$ cat config.mk
export PLATFORM = sky130hd
export DESIGN_NAME = conv_result_reader
export DESIGN_NICKNAME = d
export VERILOG_FILES = /design/src/rtl/conv_pkg.sv /design/src/rtl/conv_rd_skid.sv /design/src/rtl/conv_result_reader.sv
export SDC_FILE = /design/constraint.sdc
export NUM_CORES = 1
export LEC_CHECK = 0
export ABC_CLOCK_PERIOD_IN_PS = 3100
export BUFFER_PORTS_ARGS = -buffer_cell sky130_fd_sc_hd__buf_4
export CAP_MARGIN = 25
export CORE_MARGIN = 5
export CORE_UTILIZATION = 50
export CTS_CLUSTER_SIZE = 14
export DETAILED_ROUTE_END_ITERATION = 8
export GPL_ROUTABILITY_DRIVEN = 0
export GPL_TIMING_DRIVEN = 0
export PLACE_DENSITY = 0.81
export SKIP_CTS_REPAIR_TIMING = 1
export SKIP_LAST_GASP = 1
export SYNTH_ARGS = -nofsm -noshare
export SYNTH_HDL_FRONTEND = slang
export SYNTH_SLANG_ARGS = --single-unit
$ cat constraint.sdc
create_clock -name clk -period 3.1 [get_ports clk]
set_input_delay 0.465 -clock clk [delete_from_list [all_inputs] [get_ports clk]]
set_output_delay 0.465 -clock clk [all_outputs]
set_load 0.02 [all_outputs]
$ cat src/rtl/conv_pkg.sv
// Shared constants, FSM state type and address-width helper for the conv
// accelerator and its result reader.
package conv_pkg;
  localparam int CONV_DW    = 32;
  localparam int DIM_W      = 8;
  localparam int CONV_DSIZE = 1024;

  typedef enum logic [1:0] {
    RD_IDLE,
    RD_READ,
    RD_FLUSH,
    RD_FIN
  } rd_state_e;

  function automatic int conv_aw(input int dsize);
    return $clog2(dsize) + 1;
  endfunction
endpackage

$ cat src/rtl/conv_rd_skid.sv
// Two-entry result buffer of {data, row_last, last}; entry 0 is the
// registered stream output, so m_valid never depends on m_ready.
module conv_rd_skid #(
  parameter int DW = 32
) (
  input  logic          clk,
  input  logic          rst_n,
  input  logic          push,
  input  logic [DW-1:0] push_data,
  input  logic          push_row_last,
  input  logic          push_last,
  input  logic          m_ready,
  output logic [DW-1:0] m_data,
  output logic          m_valid,
  output logic          m_row_last,
  output logic          m_last,
  output logic [1:0]    occ
);
  logic [DW-1:0] d0_q, d0_d, d1_q, d1_d;
  logic          rl0_q, rl0_d, rl1_q, rl1_d;
  logic          ls0_q, ls0_d, ls1_q, ls1_d;
  logic [1:0]    occ_q, occ_d;
  logic          pop;

  assign pop = (occ_q != 2'd0) && m_ready;

  always_comb begin
    d0_d  = d0_q;
    d1_d  = d1_q;
    rl0_d = rl0_q;
    rl1_d = rl1_q;
    ls0_d = ls0_q;
    ls1_d = ls1_q;
    occ_d = occ_q;
    case ({push, pop})
      2'b10: begin
        if (occ_q == 2'd0) begin
          d0_d = push_data; rl0_d = push_row_last; ls0_d = push_last;
        end else begin
          d1_d = push_data; rl1_d = push_row_last; ls1_d = push_last;
        end
        occ_d = occ_q + 2'd1;
      end
      2'b01: begin
        d0_d = d1_q; rl0_d = rl1_q; ls0_d = ls1_q;
        occ_d = occ_q - 2'd1;
      end
      2'b11: begin
        // Simultaneous push/pop: the new word lands behind whatever remains.
        if (occ_q == 2'd1) begin
          d0_d = push_data; rl0_d = push_row_last; ls0_d = push_last;
        end else begin
          d0_d = d1_q; rl0_d = rl1_q; ls0_d = ls1_q;
          d1_d = push_data; rl1_d = push_row_last; ls1_d = push_last;
        end
      end
      default: ;
    endcase
  end

  always_ff @(posedge clk or negedge rst_n) begin
    if (!rst_n) begin
      d0_q  <= '0;
      d1_q  <= '0;
      rl0_q <= 1'b0;
      rl1_q <= 1'b0;
      ls0_q <= 1'b0;
      ls1_q <= 1'b0;
      occ_q <= 2'd0;
    end else begin
      d0_q  <= d0_d;
      d1_q  <= d1_d;
      rl0_q <= rl0_d;
      rl1_q <= rl1_d;
      ls0_q <= ls0_d;
      ls1_q <= ls1_d;
      occ_q <= occ_d;
    end
  end

  assign m_data     = d0_q;
  assign m_valid    = (occ_q != 2'd0);
  assign m_row_last = rl0_q & m_valid;
  assign m_last     = ls0_q & m_valid;
  assign occ        = occ_q;
endmodule

$ cat src/rtl/conv_result_reader.sv
// Drains a width x height window of the conv result memory as a valid/ready
// stream. Optional macro CONV_RD_RELU_EN clamps negative results to zero.
module conv_result_reader
  import conv_pkg::*;
#(
  parameter int DSIZE = CONV_DSIZE,
  parameter int AW    = conv_aw(DSIZE),
  parameter int DW    = CONV_DW
) (
  input  logic             clk,
  input  logic             rst_n,
  input  logic             start,
  input  logic [DIM_W-1:0] result_width,
  input  logic [DIM_W-1:0] result_height,
  input  logic [DIM_W-1:0] row_pitch,
  output logic [AW-1:0]    mo_addr,
  input  logic [DW-1:0]    mo_data,
  output logic [DW-1:0]    m_data,
  output logic             m_valid,
  input  logic             m_ready,
  output logic             m_row_last,
  output logic             m_last,
  output logic             busy,
  output logic             done
);
  rd_state_e        state_q, state_d;
  logic [DIM_W-1:0] w_q, w_d, h_q, h_d, p_q, p_d;
  logic [DIM_W-1:0] x_q, x_d, y_q, y_d;
  logic [AW-1:0]    rb_q, rb_d;
  logic             inflight_q, tag_rl_q, tag_last_q, done_q;
  logic             issue, done_d, x_end, y_end, pop;
  logic [1:0]       occ;
  logic [2:0]       pending;
  logic [DW-1:0]    push_data;

  assign x_end = (x_q == w_q - DIM_W'(1));
  assign y_end = (y_q == h_q - DIM_W'(1));
  assign pop   = m_valid & m_ready;
  // Words that will occupy the buffer after this edge, counting the one in flight.
  assign pending = {1'b0, occ} + {2'b00, inflight_q} - {2'b00, pop};

  always_comb begin
    state_d = state_q;
    w_d     = w_q;
    h_d     = h_q;
    p_d     = p_q;
    x_d     = x_q;
    y_d     = y_q;
    rb_d    = rb_q;
    issue   = 1'b0;
    done_d  = 1'b0;
    case (state_q)
      RD_IDLE: begin
        if (start) begin
          w_d  = result_width;
          h_d  = result_height;
          p_d  = row_pitch;
          x_d  = '0;
          y_d  = '0;
          rb_d = '0;
          state_d = (result_width == '0 || result_height == '0) ? RD_FIN : RD_READ;
        end
      end
      RD_READ: begin
        if (pending < 3'd2) begin
          issue = 1'b1;
          if (x_end) begin
            x_d  = '0;
            y_d  = y_q + DIM_W'(1);
            rb_d = rb_q + AW'(p_q);
            if (y_end) state_d = RD_FLUSH;
          end else begin
            x_d = x_q + DIM_W'(1);
          end
        end
      end
      RD_FLUSH: begin
        if (pop && m_last) state_d = RD_FIN;
      end
      RD_FIN: begin
        done_d  = 1'b1;
        state_d = RD_IDLE;
      end
      default: state_d = RD_IDLE;
    endcase
  end

  always_ff @(posedge clk or negedge rst_n) begin
    if (!rst_n) begin
      state_q    <= RD_IDLE;
      w_q        <= '0;
      h_q        <= '0;
      p_q        <= '0;
      x_q        <= '0;
      y_q        <= '0;
      rb_q       <= '0;
      inflight_q <= 1'b0;
      tag_rl_q   <= 1'b0;
      tag_last_q <= 1'b0;
      done_q     <= 1'b0;
    end else begin
      state_q    <= state_d;
      w_q        <= w_d;
      h_q        <= h_d;
      p_q        <= p_d;
      x_q        <= x_d;
      y_q        <= y_d;
      rb_q       <= rb_d;
      inflight_q <= issue;
      tag_rl_q   <= x_end;
      tag_last_q <= x_end & y_end;
      done_q     <= done_d;
    end
  end

`ifdef CONV_RD_RELU_EN
  logic signed [DW-1:0] res_s;
  assign res_s     = mo_data;
  assign push_data = (res_s < 0) ? '0 : mo_data;
`else
  assign push_data = mo_data;
`endif

  conv_rd_skid #(.DW(DW)) u_skid (
    .clk           (clk),
    .rst_n         (rst_n),
    .push          (inflight_q),
    .push_data     (push_data),
    .push_row_last (tag_rl_q),
    .push_last     (tag_last_q),
    .m_ready       (m_ready),
    .m_data        (m_data),
    .m_valid       (m_valid),
    .m_row_last    (m_row_last),
    .m_last        (m_last),
    .occ           (occ)
  );

  assign mo_addr = rb_q + AW'(x_q);
  assign busy    = (state_q != RD_IDLE);
  assign done    = done_q;
endmodule

[Word level (Yosys, flattened, before mapping)]
Cells that the tools add are included.
Storage, ports and cells
  register bits after elaboration: 127
  output and inout bits: 48
Operators by class
  add/subtract/negate cells: 10
  magnitude comparators: 1
  eq/ne operators: 17
  muxes and demuxes: 40
  bitwise operators: 4
  reductions and logical operators: 19
Operator list (count)
  32-bit 2-to-1 mux: 4
  32-bit case mux with 3 select lines: 1
  32-bit case mux with 2 select lines: 1
  8-bit 2-to-1 mux: 5
  11-bit 2-to-1 mux: 3
  8-bit case mux with 2 select lines: 2
  11-bit by 8-bit adder with 11-bit output: 2
  11-bit case mux with 2 select lines: 1
  8-bit by 1-bit adder with 8-bit output (second input constant): 2
  8-bit == test: 2
  8-bit logical NOT: 2
  8-bit by 1-bit subtractor with 8-bit output (second input constant): 2
  2-bit != test (second input constant): 7
  2-bit 2-to-1 mux: 6
  1-bit 2-to-1 mux: 11
  2-bit nonzero test: 5
  2-bit == test (second input constant): 4
  2-bit case mux with 4 select lines: 1
  2-bit by 1-bit == test with 1-bit output (second input constant): 3
  1-bit case mux with 3 select lines: 2
  3-bit AND reduction: 2
  5-bit AND reduction: 1
  1-bit AND: 4
  2-bit logical NOT: 2
  other kinds (13): 16

[Depth between registers and ports, before layout]
Gate-level depths: netlist of run 1.
  word-level depth: 6
  gate-level depth with buffers: 14
  depth with buffers taken out: 13

[Modules after synthesis]
Synthesis of run 1 repeated with hierarchy kept, for this count alone.
Unflattened totals
  cells, all modules: 673
  area total of the unflattened synthesis: 6927.9 um^2
By module, submodules not included
  conv_result_reader: times used 1, cells an instance 381, area each 3768.6 um^2, sequential area each 1426.4 um^2
  conv_rd_skid: times used 1, cells an instance 292, area each 3159.3 um^2, sequential area each 1751.7 um^2

[Worst setup path before layout of run 1]
No wires, ideal clock.
  path kind: register to register
  from: reg u_skid.occ_q[1], in the netlist u_skid.occ[1]
  to: reg rb_q[3]
  setup time: 0.128 ns
  data arrival time: 3.122 ns
  data required time: 2.972 ns
  path slack: -0.150 ns
  cell stages (with the launch flop): 14
  buffers on the path: 2
  period minus slack after synthesis: 3.250 ns
  cells stage by stage: dfrtp_1 inv_1 ha_1 nor2b_1 ha_1 nand2b_1 fa_1 xnor2_1 o221a_2 o21ai_1 a21o_1 clkbuf_1 buf_2 o21ai_0
On the way
  cells in the longest elaborated chain, start to end: 6
  elaborated cells between the ends (all ways): 7
  those cells by class: add/sub: 2; order compare: 1; eq/ne: 1; bitwise: 1; reduce/logical: 2
RTL lines
  start: declaration: RTL line conv_rd_skid.sv:22  | logic [1:0] occ_q, occ_d;
  start signal: assignment: RTL line conv_rd_skid.sv:69  | occ_q <= 2'd0;
  start signal: assignment: RTL line conv_rd_skid.sv:77  | occ_q <= occ_d;
  branches (longest 2 deep; another with 2-bit by 1-bit adder with 3-bit output)
  3-bit by 1-bit subtractor with 3-bit output *: RTL line conv_result_reader.sv:40  | assign pending = {1'b0, occ} + {2'b00, inflight_q} - {2'b00, pop};
  3-bit by 2-bit less-than comparator with 1-bit output *: RTL line conv_result_reader.sv:65  | if (pending < 3'd2) begin
  2-bit != test (no source line) *
  4-bit AND reduction (no source line) *
  end signal: assignment: RTL line conv_result_reader.sv:108  | rb_q <= rb_d;
  end: declaration: RTL line conv_result_reader.sv:29  | logic [AW-1:0] rb_q, rb_d;
Every way passes the cells marked *.
A chain may end at the register's enable or synchronous reset.

[Worst setup path in the final report of run 1]
  from: reg u_skid.occ_q[1], in the netlist u_skid.occ[1]
  to: reg rb_q[9]
The elaborated chain is that of the path after synthesis.

==> impl_results.md, run 1 <==
* Result of the run: complete, but fails checks
* Violations in the final reports: negative hold slack, negative setup slack
* Area added between synthesis and finish at 30.0%
* Worst Setup Start Kind: register
* Placeable core region at between 10000 and 15000 um2
* Maxcap violations at 0
* Maximum clock path buffer count at 2
* Share of flip-flops with an asynchronous set or reset after synthesis at 1.00
* Count of filler cells inserted in the layout at ~960
* Number of nets in the synthesized netlist at between 700 and 800
* Number of nets at the end of the flow at 857
* Total overflow reported by the global router at 0
* Number of standard-cell rows in the floorplan at 41
* Clock Skew at 0.00551 ns
* Worst Slack Setup Final at -0.0630 ns
* Insertion delay to the later sink of the worst-skew pair at approximately 0.42 ns
* Register area share after synthesis at 0.484
* Total wirelength of the detailed-routed design at 16700 um
* DIE WIDTH at between 100 and 150 um
* Total count of max-transition violations in the final report at 0
* Antenna cell count at 0
* Total track usage at 0.215
* Unrepaired setup endpoints after global routing: true
* Total Die Area at roughly 16000 um2
* Syn_area_per_cell at 10.5 um2
* Cells after Synth at 623
* Num CTS Buffers at 17
* Clock H-tree levels at 4
* Antenna violations before repair at 0
* Wire per inst at 17.6 um
* Maximum vdd drop at 0.601 mV
* Detailed-route via count at 5408
* Drt drc at 0
* Number of enable-type register cells in the synthesized netlist at 0
* I/O Buffers at approximately 110
* Areal power density over the cells at 1140 nW/um2
* Worst hold slack at -0.00578 ns
* Final design utilization at 0.671
* Finished Layout Cells at 948
* Number of sinks on the clock net at 127
* Synth Register Bits at around 130
* Worst-case setup slack after placement at -0.582 ns
* Final setup violating endpoints at 1
* Cell count after placement at 903
* Slew margin rel. at 0.493
* Vias per inst at between 5 and 6
* HPWL after detailed placement at 11800 um
* CP required at 3.37 ns
* Share of layout cells above drive strength 1 at 0.320
* I/O pins at 108
* Final min period at 3.16 ns
* Top_reg_cell synth: sky130_fd_sc_hd__dfrtp_1
* DIE HEIGHT at approximately 120 um
* Iteration count of the initial detailed-routing pass at 6
* First-pass GRT wire length at about 27000 um
* Distinct cells, synth at 52
* Number of global-route vias before repair at 5663
* Maximum number of pins on one net before global-route repair at 75
* 1st-iter DRT viols at 270
* Antenna Nets Post-Route at 0
* Kind of capture point of the worst setup path: register
* Maximum clock rate at 316 MHz
* Dominant cell type by area after synthesis: sky130_fd_sc_hd__dfrtp_1
* Post-synthesis instance area at 6560 um2
* Yosys warns at 0
* Clock slew at reported path FFs at 0.05 ns
* Top-area cell type share of the netlist area at 0.484
* Clock tree from TritonCTS: done
* Share of the clock period used by the worst path after layout at 1.02
* Arrival time of data at the critical path endpoint at 3.43 ns
* Hold Fails Final Rpt at 1
* Largest driver fanout on the critical path at 10
* Critical setup path kind: register to register
* LEAKAGE at 3.94 nW
* Type of the most critical hold path: primary input to async pin
* Area contributors post-synth: sky130_fd_sc_hd__dfrtp_1 48%, sky130_fd_sc_hd__mux2_2 10%, sky130_fd_sc_hd__ha_1 5.9%, sky130_fd_sc_hd__nand2_1 4.5%, sky130_fd_sc_hd__a22oi_1 3.9%
* Effective utilization at floorplan at 0.516
* Transition time at the pin with the least slew margin at 0.757 ns
* Clock root buffer: sky130_fd_sc_hd__clkbuf_16
path summary, 6_finish.rpt:
kind / endpoint / slack, ns / cells after the start / from
min in group clk: p_q[1] / 0.28 / 2 / row_pitch[1]
max in group asynchronous: u_skid.occ[1] / 2.37 / 2 / rst_n
min: p_q[7] / -0.006 / 1 / rst_n
max reg2reg: rb_q[9] / -0.06 / 13 / u_skid.occ[1]
min reg2reg: u_skid.m_data[7] / 0.48 / 2 / u_skid.m_data[7]
max: rb_q[9] / -0.06 / 13 / u_skid.occ[1]
routing by layer:
layer	GRT usage	wire, um	vias to the layer above
met5	0	0	-
met4	0.0922	449	0
met3	0.0682	1280	45
met2	0.356	8370	221
met1	0.258	6600	2645
li1	-	-	2497
worst max-delay path, cell delays in order, from the launching register on:
cell                       delay (ns)
sky130_fd_sc_hd__dfrtp_2         0.41
sky130_fd_sc_hd__inv_2           0.07
sky130_fd_sc_hd__ha_4            0.18
sky130_fd_sc_hd__nor2b_4         0.18
sky130_fd_sc_hd__ha_4            0.22
sky130_fd_sc_hd__nand2b_4        0.14
sky130_fd_sc_hd__fa_2            0.54
sky130_fd_sc_hd__nand2b_4        0.12
sky130_fd_sc_hd__o221a_4         0.22
sky130_fd_sc_hd__o21ai_4         0.08
sky130_fd_sc_hd__a21o_1          0.24
sky130_fd_sc_hd__clkbuf_4        0.22
sky130_fd_sc_hd__o31ai_2         0.31
sky130_fd_sc_hd__a21oi_2         0.09
layout by cell type (no fill, tap or decap), drive strengths merged, types with 2 or more instances in the layout:
cell / instances
dfrtp: 127
buf: 126
nand2: 79
mux2: 58
o21ai: 51
clkbuf: 43
a22oi: 34
ha: 31
inv: 29
xnor2: 24
nor2: 23
xor2: 19
a21oi: 19
nand4: 9
nor4: 9
nand3: 8
nor2b: 8
nor3: 7
bufinv: 5
o31ai: 5
a21o: 4
a211oi: 4
clkinvlp: 4
o211ai: 4
or3: 4
nand2b: 4
and3: 3
fa: 3
a21boi: 3
or2: 2
and2: 2
a221o: 2
o211a: 2
a32o: 2
mux2i: 2
and4: 2
per-stage QoR:
| step | cell area [um2] | setup TNS [ns] | total power, mW |
|---|---|---|---|
| detailed placement | 7620 | -11.66 | 7.06 |
| global placement | 7590 | -8.07 | 6.79 |
| CTS | 8280 | -12.83 | 9.33 |
| global route | 8530 | -1.57 | 10.3 |
| floorplan | 6570 | 0 | 5.69 |
| finish | 8530 | -0.0630 | 9.69 |
cell families after synthesis:
| family | count (synthesis) | share of synthesized area |
|---|---|---|
| multiplexers | 60 | 0.103 |
| XOR/XNOR | 43 | 0.0574 |
| buffers and inverters | 55 | 0.0318 |
| adder cells (fa/ha/maj) | 34 | 0.0682 |
| AND/OR/NAND/NOR | 164 | 0.117 |
| flip-flops | 127 | 0.484 |
| AO/OA/AOI/OAI | 140 | 0.139 |
state kept, by name, summed over array words and instances (netlist names), 2 cells and up:
register and flops:
x_q 8, p_q 8, h_q 8, w_q 8
u_skid.occ 2, y_q 8, u_skid.d1_q 32, state_q 2
rb_q 11, u_skid.m_data 32
final cells by class:
cell class / count / area (um2) / share of cell area
plain buffers: 28 / 114 / 0.0133
clock buffers: 20 / 457 / 0.0535
flip-flops and latches: 127 / 3180 / 0.373
well taps: 172 / 215 / 0.0252
inverters: 27 / 101 / 0.0119
repair buffers: 121 / 936 / 0.110
multi-input cells: 441 / 3320 / 0.389
clock inverters: 12 / 206 / 0.0242
power breakdown:
part	internal, mW	switching (mW)	total [mW]
clock	1.47	0.756	2.23
combinational	2.05	2.48	4.53
sequential	2.36	0.565	2.93
total	5.89	3.80	9.69
cells in the mapped netlist, types with 2 or more instances:
library cell / number
sky130_fd_sc_hd__a211oi_1: 4
sky130_fd_sc_hd__a21boi_0: 3
sky130_fd_sc_hd__a21o_1: 4
sky130_fd_sc_hd__a21oi_1: 19
sky130_fd_sc_hd__a221o_1: 2
sky130_fd_sc_hd__a22oi_1: 34
sky130_fd_sc_hd__a32o_1: 2
sky130_fd_sc_hd__and2_1: 2
sky130_fd_sc_hd__and3_1: 3
sky130_fd_sc_hd__and4_1: 2
sky130_fd_sc_hd__buf_1: 3
sky130_fd_sc_hd__buf_2: 2
sky130_fd_sc_hd__clkbuf_1: 23
sky130_fd_sc_hd__dfrtp_1: 127
sky130_fd_sc_hd__fa_1: 3
sky130_fd_sc_hd__ha_1: 31
sky130_fd_sc_hd__inv_1: 27
sky130_fd_sc_hd__mux2_2: 58
sky130_fd_sc_hd__mux2i_1: 2
sky130_fd_sc_hd__nand2_1: 79
sky130_fd_sc_hd__nand2b_1: 4
sky130_fd_sc_hd__nand3_1: 8
sky130_fd_sc_hd__nand4_1: 9
sky130_fd_sc_hd__nor2_1: 22
sky130_fd_sc_hd__nor2b_1: 8
sky130_fd_sc_hd__nor3_1: 7
sky130_fd_sc_hd__nor4_1: 9
sky130_fd_sc_hd__o211a_1: 2
sky130_fd_sc_hd__o211ai_1: 3
sky130_fd_sc_hd__o21ai_0: 49
sky130_fd_sc_hd__o21ai_1: 2
sky130_fd_sc_hd__o31ai_1: 5
sky130_fd_sc_hd__or2_2: 2
sky130_fd_sc_hd__or3_1: 4
sky130_fd_sc_hd__xnor2_1: 24
sky130_fd_sc_hd__xor2_1: 19
No activity file was read; power rests on OpenSTA's default activity.
==> run 2: changes to the inputs <==
- ABC_CLOCK_PERIOD_IN_PS: 3100 -> 3600
- PLACE_DENSITY: 0.81 -> 0.78
- clock period: 3.1 -> 3.6 ns (I/O delays scaled with it)
==> impl_results.md, run 2 (synthesis gave the netlist of run 1 again) <==
* Result of the run: finished clean
* Storage element area at 3180 um2
* Clock root buffer: sky130_fd_sc_hd__clkbuf_16
* Finished Layout Cells at 936
* Crit Reg-Reg Startpoint: u_skid.occ[1]
* Effective utilization at floorplan at 0.516
* Clock tree from TritonCTS: done
* Final design utilization at 0.648
* Antenna violations before repair at 0
* First-pass GRT wire length at ~27000 um
* Total overflow reported by the global router at 0
* Share of the clock period used by the worst path after layout at 0.937
* Maximum number of pins on one net before global-route repair at 72
* Vias per inst at 5.61
* I/O Buffers at 107
* Area added between synthesis and finish at 25.5%
* Total wirelength of the detailed-routed design at 15800 um
* DIE WIDTH at roughly 120 um
* Insertion delay to the later sink of the worst-skew pair at 0.42 ns
* Areal power density over the cells at 952 nW/um2
* Number of sinks on the clock net at between 100 and 150
* Type of the most critical hold path: primary input to async pin
* CP required at 3.90 ns
* Maximum clock path buffer count at 2
* Clock H-tree levels at 4
* Number of standard-cell rows in the floorplan at ~40
* Hold Fails Final Rpt at 0
* Clock Skew at 0.00665 ns
* Drt drc at 0
* Placeable core region at 12700 um2
* Multi-input gate area in the final layout at 3200 um2
* Antenna cell count at 0
* Slew margin rel. at 0.523
* I/O pins at 108
* Detailed-route via count at 5250
* Total Die Area at 15500 um2
* Cell count after placement at roughly 900
* Final min period at approximately 3.4 ns
* Wire per inst at 16.9 um
* Arrival time of data at the critical path endpoint at around 3.7 ns
* Total count of max-transition violations in the final report at 0
* Maxcap violations at 0
* Share of layout cells above drive strength 1 at 0.280
* Final setup violating endpoints at 0
* Worst Setup Start Kind: register
* 1st-iter DRT viols at 234
* DIE HEIGHT at about 120 um
* Iteration count of the initial detailed-routing pass at 5
* Num CTS Buffers at 17
* Largest driver fanout on the critical path at 10
* Critical setup path kind: register to register
* Total negative slack at 0 ns
* Antenna Nets Post-Route at 0
* Number of nets at the end of the flow at 845
* Total track usage at 0.211
* Clock slew at reported path FFs at approximately 0.060 ns
* Kind of capture point of the worst setup path: register
* Count of filler cells inserted in the layout at 1023
* Maximum clock rate at 297 MHz
* Leading cell type in the layout, fill and taps excluded: sky130_fd_sc_hd__dfrtp_1
* Number of global-route vias before repair at 5606
* Top library cells by usage in the layout, fill and taps aside: 126 x sky130_fd_sc_hd__dfrtp_1, 107 x sky130_fd_sc_hd__buf_4, 79 x sky130_fd_sc_hd__nand2_1
* LEAKAGE at 3.83 nW
* Maximum vdd drop at between 0.6 and 0.7 mV
* HPWL after detailed placement at between 10000 and 15000 um
* Transition time at the pin with the least slew margin at between 0.7 and 0.8 ns
* Critical path startpoint: u_skid.occ[1]
run 2: changes by cell type in the layout (fill, tap and decap cells not counted), sizes merged:
cell / change
buf: -13
inv: +3
bufinv: -3
clkinvlp: -2
clkbuf: -1
clkinv: +4
run 2: area by class of cell:
type,instances,share of cell area
Multi-Input combinational cell,441,0.389
Sequential cell,127,0.386
Timing Repair Buffer,109,0.102
Clock buffer,18,0.0521
Tap cell,172,0.0261
Clock inverter,14,0.0188
Buffer,28,0.0138
Inverter,27,0.0123
run 2: metal layers:
| metal | part of all wire | vias to the layer above | track usage |
|---|---|---|---|
| met5 | 0 | - | 0 |
| li1 | - | 2482 | - |
| met4 | 0.017 | 0 | 0.0716 |
| met2 | 0.49 | 172 | 0.344 |
| met1 | 0.41 | 2569 | 0.256 |
| met3 | 0.079 | 27 | 0.0832 |
run 2: path summary, 6_finish.rpt:
kind	to	slack (ns)	cells after the start
worst max-delay path	rb_q[5]	0.23	14
worst min-delay path	x_q[6]	0.14	1
worst max register to register	rb_q[5]	0.23	14
worst min register to register	u_skid.m_data[2]	0.48	2
max in group asynchronous	h_q[0]	2.76	2
min in group clk	p_q[5]	0.35	2
run 2: where the power goes:
group / switching [mW] / internal, mW
combinational: 2.02 / 1.61
clock: 0.672 / 1.03
sequential: 0.477 / 2.03
run 2: worst max-delay path, cell delays in order (launching register included):
cell                       delay [ns]
sky130_fd_sc_hd__dfrtp_1         0.44
sky130_fd_sc_hd__inv_1           0.10
sky130_fd_sc_hd__ha_1            0.28
sky130_fd_sc_hd__nor2b_4         0.22
sky130_fd_sc_hd__ha_1            0.25
sky130_fd_sc_hd__nand2b_1        0.15
sky130_fd_sc_hd__fa_1            0.41
sky130_fd_sc_hd__xnor2_2         0.16
sky130_fd_sc_hd__o221a_2         0.29
sky130_fd_sc_hd__o21ai_2         0.14
sky130_fd_sc_hd__a21o_1          0.20
sky130_fd_sc_hd__clkbuf_4        0.23
sky130_fd_sc_hd__clkbuf_4        0.23
sky130_fd_sc_hd__nand2_1         0.07
sky130_fd_sc_hd__o31ai_1         0.08
run 2: per-stage QoR:
| stage | power (mW) | hold WS [ns] | area [um2] | setup slack [ns] |
|---|---|---|---|---|
| after floorplan | 4.90 | 0.244 | 6560 | 0.350 |
| after global placement | 5.84 | 0.458 | 7580 | -0.234 |
| after detailed placement | 6.06 | 0.476 | 7610 | -0.343 |
| after CTS | 7.80 | 0.158 | 8200 | -0.353 |
| after global routing | 8.40 | 0.193 | 8240 | -0.0141 |
| final | 7.84 | 0.142 | 8240 | 0.228 |
